==> config.mk <==
export PLATFORM = sky130hd
export DESIGN_NAME = dispatch_queue
export DESIGN_NICKNAME = d
export VERILOG_FILES = /design/src/rtl/dispatch_queue_pkg.sv /design/src/rtl/dispatch_select.sv /design/src/rtl/dispatch_queue.sv
export SDC_FILE = /design/constraint.sdc
export NUM_CORES = 1
export LEC_CHECK = 0
export BUFFER_PORTS_ARGS = -buffer_cell sky130_fd_sc_hd__buf_2
export CORE_MARGIN = 4
export CORE_UTILIZATION = 40
export DETAILED_ROUTE_END_ITERATION = 10
export GPL_TIMING_DRIVEN = 0
export PLACE_DENSITY = 0.58
export SLEW_MARGIN = 25
export SYNTH_ARGS = -nofsm -noshare
export SYNTH_HDL_FRONTEND = slang
export SYNTH_SLANG_ARGS = --single-unit
==> constraint.sdc <==
create_clock -name clock -period 9.5 [get_ports clock]
set_input_delay 0.95 -clock clock [delete_from_list [all_inputs] [get_ports clock]]
set_output_delay 0.95 -clock clock [all_outputs]
set_load 0.02 [all_outputs]
==> src/rtl/dispatch_queue_pkg.sv <==
// Shared types for the dispatch queue: decoded packet, queue entry and FU class indices.
package dispatch_queue_pkg;

  localparam int DQ_FU_W = 4;

  localparam int FU_ALU = 0;
  localparam int FU_ACU = 1;
  localparam int FU_MEM = 2;

  typedef struct packed {
    logic [31:0] pc;
    logic [31:0] inst;
    logic        halt;
    logic        illegal;
    logic        valid;
  } ID_EX_PACKET;

  // fu is stored wider than any realistic FU_W and narrowed at the read port
  typedef struct packed {
    ID_EX_PACKET           packet;
    logic [DQ_FU_W-1:0]    fu;
  } DQ_ENTRY;

endpackage

==> src/rtl/dispatch_select.sv <==
// In-order grant chain for dispatch lanes: ROB budget, per-FU RS budget and halt cut-off.
module dispatch_select #(
  parameter int OUT_WIDTH = 2,
  parameter int FU_NUM    = 3,
  parameter int FU_W      = 2,
  parameter int CNT_W     = 2
) (
  input  logic [OUT_WIDTH-1:0]             cand_valid,
  input  logic [OUT_WIDTH-1:0][FU_W-1:0]   cand_fu,
  input  logic [OUT_WIDTH-1:0]             cand_halt,
  input  logic [FU_NUM-1:0][CNT_W-1:0]     rs_free_cnt,
  input  logic [CNT_W-1:0]                 rob_free_cnt,
  input  logic                             block,
  output logic [OUT_WIDTH-1:0]             grant,
  output logic [CNT_W-1:0]                 grant_cnt
);

  logic                         chain_c;
  logic                         fu_ok_c;
  logic [FU_NUM-1:0][CNT_W-1:0] used_c;

  always_comb begin
    chain_c   = !block;
    used_c    = '0;
    grant     = '0;
    grant_cnt = '0;
    for (int k = 0; k < OUT_WIDTH; k++) begin
      fu_ok_c = 1'b0;
      for (int f = 0; f < FU_NUM; f++) begin
        if (cand_fu[k] == FU_W'(f) && used_c[f] < rs_free_cnt[f]) fu_ok_c = 1'b1;
      end
      chain_c  = chain_c && cand_valid[k] && (CNT_W'(k) < rob_free_cnt) && fu_ok_c;
      grant[k] = chain_c;
      if (chain_c) begin
        grant_cnt = grant_cnt + 1'b1;
        for (int f = 0; f < FU_NUM; f++) begin
          if (cand_fu[k] == FU_W'(f)) used_c[f] = used_c[f] + 1'b1;
        end
      end
      // a granted halt is the last lane dispatched this cycle
      chain_c = chain_c && !cand_halt[k];
    end
  end

endmodule

==> src/rtl/dispatch_queue.sv <==
// Multi-wide in-order dispatch buffer with flush and halt-drain.
// Optional same-cycle bypass when empty: define DISPATCH_QUEUE_BYPASS_EN.
module dispatch_queue
  import dispatch_queue_pkg::*;
#(
  parameter int DEPTH     = 8,
  parameter int IN_WIDTH  = 2,
  parameter int OUT_WIDTH = 2,
  parameter int FU_NUM    = 3,
  localparam int FU_W     = (FU_NUM > 1) ? $clog2(FU_NUM) : 1,
  localparam int CW       = $clog2(DEPTH + 1),
  localparam int OCW      = $clog2(OUT_WIDTH + 1)
) (
  input  logic                               clock,
  input  logic                               reset,
  input  logic [IN_WIDTH-1:0]                in_valid,
  input  ID_EX_PACKET [IN_WIDTH-1:0]         in_packet,
  input  logic [IN_WIDTH-1:0][FU_W-1:0]      in_fu,
  output logic                               stall_out,
  output logic [CW-1:0]                      free_cnt,
  input  logic [FU_NUM-1:0][OCW-1:0]         rs_free_cnt,
  input  logic [OCW-1:0]                     rob_free_cnt,
  input  logic                               flush,
  output logic [OUT_WIDTH-1:0]               out_valid,
  output ID_EX_PACKET [OUT_WIDTH-1:0]        out_packet,
  output logic [OUT_WIDTH-1:0][FU_W-1:0]     out_fu,
  output logic                               halted
);

  localparam int PW = $clog2(DEPTH);

  DQ_ENTRY          mem_q [DEPTH];
  logic [PW-1:0]    head_q, head_d, tail_q, tail_d;
  logic [CW-1:0]    count_q, count_d;
  logic             halted_q, halted_d;

  logic             enq_ok;
  logic [CW-1:0]    enq_n;
  logic             bypass;
  logic [CW-1:0]    byp_n;

  DQ_ENTRY [OUT_WIDTH-1:0]           cand_entry;
  logic [OUT_WIDTH-1:0]              cand_valid;
  logic [OUT_WIDTH-1:0][FU_W-1:0]    cand_fu;
  logic [OUT_WIDTH-1:0]              cand_halt;
  logic [OUT_WIDTH-1:0]              grant;
  logic [OCW-1:0]                    grant_cnt;

  assign free_cnt  = CW'(DEPTH) - count_q;
  assign stall_out = free_cnt < CW'(IN_WIDTH);
  assign enq_ok    = !stall_out && !flush;
  assign halted    = halted_q;

  always_comb begin
    enq_n = '0;
    for (int i = 0; i < IN_WIDTH; i++) enq_n = enq_n + CW'(in_valid[i]);
  end

`ifdef DISPATCH_QUEUE_BYPASS_EN
  assign bypass = (count_q == '0) && !halted_q && !reset && enq_ok;
`else
  assign bypass = 1'b0;
`endif

  genvar gi;
  generate
    for (gi = 0; gi < OUT_WIDTH; gi++) begin : g_cand
      DQ_ENTRY q_entry;
      logic    q_valid;
      assign q_entry = mem_q[head_q + PW'(gi)];
      assign q_valid = CW'(gi) < count_q;
`ifdef DISPATCH_QUEUE_BYPASS_EN
      if (gi < IN_WIDTH) begin : g_byp
        assign cand_entry[gi] = bypass ? DQ_ENTRY'{packet: in_packet[gi], fu: DQ_FU_W'(in_fu[gi])}
                                       : q_entry;
        assign cand_valid[gi] = bypass ? in_valid[gi] : q_valid;
      end else begin : g_nobyp
        assign cand_entry[gi] = q_entry;
        assign cand_valid[gi] = !bypass && q_valid;
      end
`else
      assign cand_entry[gi] = q_entry;
      assign cand_valid[gi] = q_valid;
`endif
      assign cand_fu[gi]    = FU_W'(cand_entry[gi].fu);
      assign cand_halt[gi]  = cand_entry[gi].packet.halt;
      assign out_packet[gi] = cand_entry[gi].packet;
      assign out_fu[gi]     = cand_fu[gi];
    end
  endgenerate

  dispatch_select #(
    .OUT_WIDTH (OUT_WIDTH),
    .FU_NUM    (FU_NUM),
    .FU_W      (FU_W),
    .CNT_W     (OCW)
  ) u_select (
    .cand_valid   (cand_valid),
    .cand_fu      (cand_fu),
    .cand_halt    (cand_halt),
    .rs_free_cnt  (rs_free_cnt),
    .rob_free_cnt (rob_free_cnt),
    .block        (halted_q || flush || reset),
    .grant        (grant),
    .grant_cnt    (grant_cnt)
  );

  assign out_valid = grant;
  assign byp_n     = bypass ? CW'(grant_cnt) : '0;

  always_comb begin
    head_d   = head_q;
    tail_d   = tail_q;
    count_d  = count_q;
    halted_d = halted_q;
    if (flush) begin
      head_d   = '0;
      tail_d   = '0;
      count_d  = '0;
      halted_d = 1'b0;
    end else begin
      // bypassed lanes never occupy storage, so head stays and tail skips them
      head_d   = bypass ? head_q : head_q + PW'(grant_cnt);
      tail_d   = tail_q + PW'(enq_ok ? enq_n : '0) - PW'(byp_n);
      count_d  = count_q + (enq_ok ? enq_n : '0) - CW'(grant_cnt);
      halted_d = halted_q || |(grant & cand_halt);
    end
  end

  always_ff @(posedge clock or posedge reset) begin
    if (reset) begin
      head_q   <= '0;
      tail_q   <= '0;
      count_q  <= '0;
      halted_q <= 1'b0;
    end else begin
      head_q   <= head_d;
      tail_q   <= tail_d;
      count_q  <= count_d;
      halted_q <= halted_d;
    end
  end

  always_ff @(posedge clock) begin
    for (int i = 0; i < IN_WIDTH; i++) begin
      if (enq_ok && in_valid[i] && (CW'(i) >= byp_n))
        mem_q[tail_q + PW'(i) - PW'(byp_n)] <= DQ_ENTRY'{packet: in_packet[i], fu: DQ_FU_W'(in_fu[i])};
    end
  end

endmodule

==> flow_summary.json <==
{
  "setup_violations": 0,
  "synth_enable_flop_cells": 552,
  "wl_met1_um": 44300,
  "synth_top_area_share_pct": 51.0,
  "die_h_um": 293,
  "critical_path_class": "reg2out",
  "synth_largest_area_cell": "edfxtp_1",
  "crit_path_max_fanout": 10,
  "rsz0062_at_grt": "no",
  "syn_avg_cell_area_sq_um": 16.8,
  "rows": 104,
  "status": "finished clean",
  "netlist_area_sq_mm": 0.0325,
  "io_buffers": 296,
  "tritoncts": "built",
  "yosysWarningCount": 0,
  "cts_made_buffers": 68,
  "power_mw": 8.58,
  "period_minus_slack_ns": 5.20,
  "hold_path_class": "in2async",
  "hold_viol_final": 0,
  "synth_nets": 2096,
  "ys_ff_latch": 563,
  "slowest_stage": "clkbuf_1",
  "path_clk_slew_ns": 0.06,
  "drv_cap": 0,
  "post-cts-setup-buffer-count": 0,
  "viasPerCell": 6.05,
  "fmax_mhz": 192,
  "endpoint_kind": "output pin",
  "grt_max_degree": 16,
  "path_buf_inv": 5,
  "ys_types": 49,
  "p_leak_nw": 13.4,
  "clk_latency_ns": 0.61,
  "grt_pass1_vias": 21886,
  "holdBufCountCts": 0,
  "dieArea_sq_mm": 0.0859,
  "period_share_pct": 54.7,
  "drtIter0Drc": 2180,
  "totalWireLength_um": 111000,
  "ir_drop_mv": 0.159,
  "wl_met2_um": 54700,
  "vias": 21075,
  "p_per_area_mw_per_mm2": 221,
  "ys_top_cells_by_area": "edfxtp_1 51%, mux4_2 19%, mux2_1 14%",
  "max-slew-margin-rel_pct": 23.7,
  "area_delta_synth_final_pct": 19.6,
  "antenna_left": 0,
  "wl_per_cell_um": 31.8,
  "dpl_worst_slack_ns": 4.93,
  "drcViolationCount": 0,
  "ctsResizeCount": 0,
  "seq_area_frac_synth_pct": 51.8,
  "grt_pass1_wl_um": 158000,
  "routabilityCongestion": 0.776,
  "arrival_ns": 4.25,
  "worst_hold_slack_ns": 0.353,
  "crit_path_frequent_cell": "buf_2",
  "drv_slew": 0,
  "place_hpwl_um": 75600,
  "clk_path_buf_depth": 3,
  "multiInputGateArea_sq_mm": 0.0149,
  "final_nets": 2519,
  "path_cells": "ha_1 > buf_2 > buf_2 > clkbuf_1 > clkbuf_1 > mux4_2 > nand2_1 > nand2_1 > buf_2",
  "htreeDepth": 3,
  "synth_cells": 1929,
  "fillers": 6903,
  "antenna_found_initial": 32,
  "synthFlopType": "edfxtp_1",
  "dr.pass1.iters": 5,
  "synthArstFlopShare_pct": 1.95,
  "core-area_sq_mm": 0.0805,
  "worst_pin_slew_ns": 1.14,
  "regArea_sq_mm": 0.0169,
  "wl_met3_um": 8500,
  "grt_overflow": 0,
  "ctsRootBufferMaster": "clkbuf_16",
  "grt_usage_pct": 25.6,
  "slowest_delay_ns": 0.80,
  "cts.sinks": 563,
  "initial_utilization_pct": 40.3,
  "io_pins": 297,
  "critPathTopFamily": "buffers and inverters",
  "fin_worst_skew_ns": 0.0171,
  "die_x_um": 293,
  "drive_gt1_share_pct": 43.8,
  "top_layer": "met5",
  "start_kind": "register",
  "fin_ws_ns": 4.30,
  "required_ns": 8.55
}
==> cells in the mapped netlist (5+ instances only) <==
master / n
nor2_1: 8
nor2b_1: 6
xnor2_1: 5
mux4_2: 272
edfxtp_1: 552
mux2_1: 414
nand2_1: 210
dfrtp_1: 11
mux2_2: 208
clkbuf_1: 45
nor3_1: 5
ha_1: 12
buf_6: 12
buf_2: 43
inv_1: 20
buf_1: 14
buf_4: 32
==> cells by family after synthesis <==
logic type	count (synthesis)	share of synthesized area, %
AOI/OAI and AO/OA	24	0.531
xor gates and xnor gates	9	0.266
adders and majority gates	16	0.708
buffers and inverters	166	2.73
DFF	563	51.8
muxes	900	40.7
and+or+nand+nor	251	3.20
==> layer usage <==
metal  global-route usage (%)  up-vias
met5                        0        -
met4                     7.23       18
met3                     5.37      198
met2                     42.8      900
met1                     34.0    11213
li1                         -     8746
==> stage by stage <==
stage	std cells	TNS [ns]	utilization, %	cell area, sq um
final	3485	0	48.3	38900
after global routing	3469	0	48.2	38800
after global placement	3285	-1387.34	43.8	35300
after floorplan	1929	0	-	32500
after detailed placement	3342	0	45.5	36700
after CTS	3463	0	48.2	38800
==> sequential cells by signal, indices dropped and copies added (netlist names) <==
name / count
count_q: 4
halted: 1
head_q: 3
mem_q: 552
tail_q: 3
==> path summary, 6_finish.rpt <==
kind / end / startpoint / cells after the start / slack [ns]
setup / recovery: out_packet[133] / head_q[0] / 9 / 4.30
hold / removal: head_q[2] / reset / 2 / 0.35
setup reg to reg: count_q[3] / head_q[0] / 15 / 5.08
hold reg to reg: halted / halted / 2 / 0.55
max in group asynchronous: count_q[1] / reset / 2 / 8.83
min in group clock: halted / halted / 2 / 0.55
==> where the power goes <==
group	switching, mW	internal [mW]
Clock	1.08	1.50
Sequential	0.120	3.09
Combinational	1.61	1.18
==> cells in the final DEF, fill, tap and decap left out, drive strengths merged, types with 2 or more instances in the layout <==
cell type and instances:
xnor2 6, nor4 3, nor3 5, o21ai 8, nand2b 2, ha 12
clkbuf 126, a31oi 2, mux2 623, mux2i 3, diode 22, o31ai 3
edfxtp 552, nand2 210, nand3 4, nor2 8, bufinv 5, buf 453
mux4 274, dfrtp 11, o21bai 2, and3 3, xor2 3, nor2b 6
clkinv 33, nand3b 3, fa 4, inv 23, nor3b 4
==> cell type report <==
type	count	share of cell area (%)
Sequential cell	563	43.4
Multi-Input combinational cell	1200	38.2
Timing Repair Buffer	353	6.97
Clock buffer	80	4.66
Tap cell	1060	3.41
Buffer	146	2.16
Clock inverter	41	0.882
Inverter	20	0.193
Antenna cell	22	0.142
Note: power is estimated with default switching activity, not from simulation.
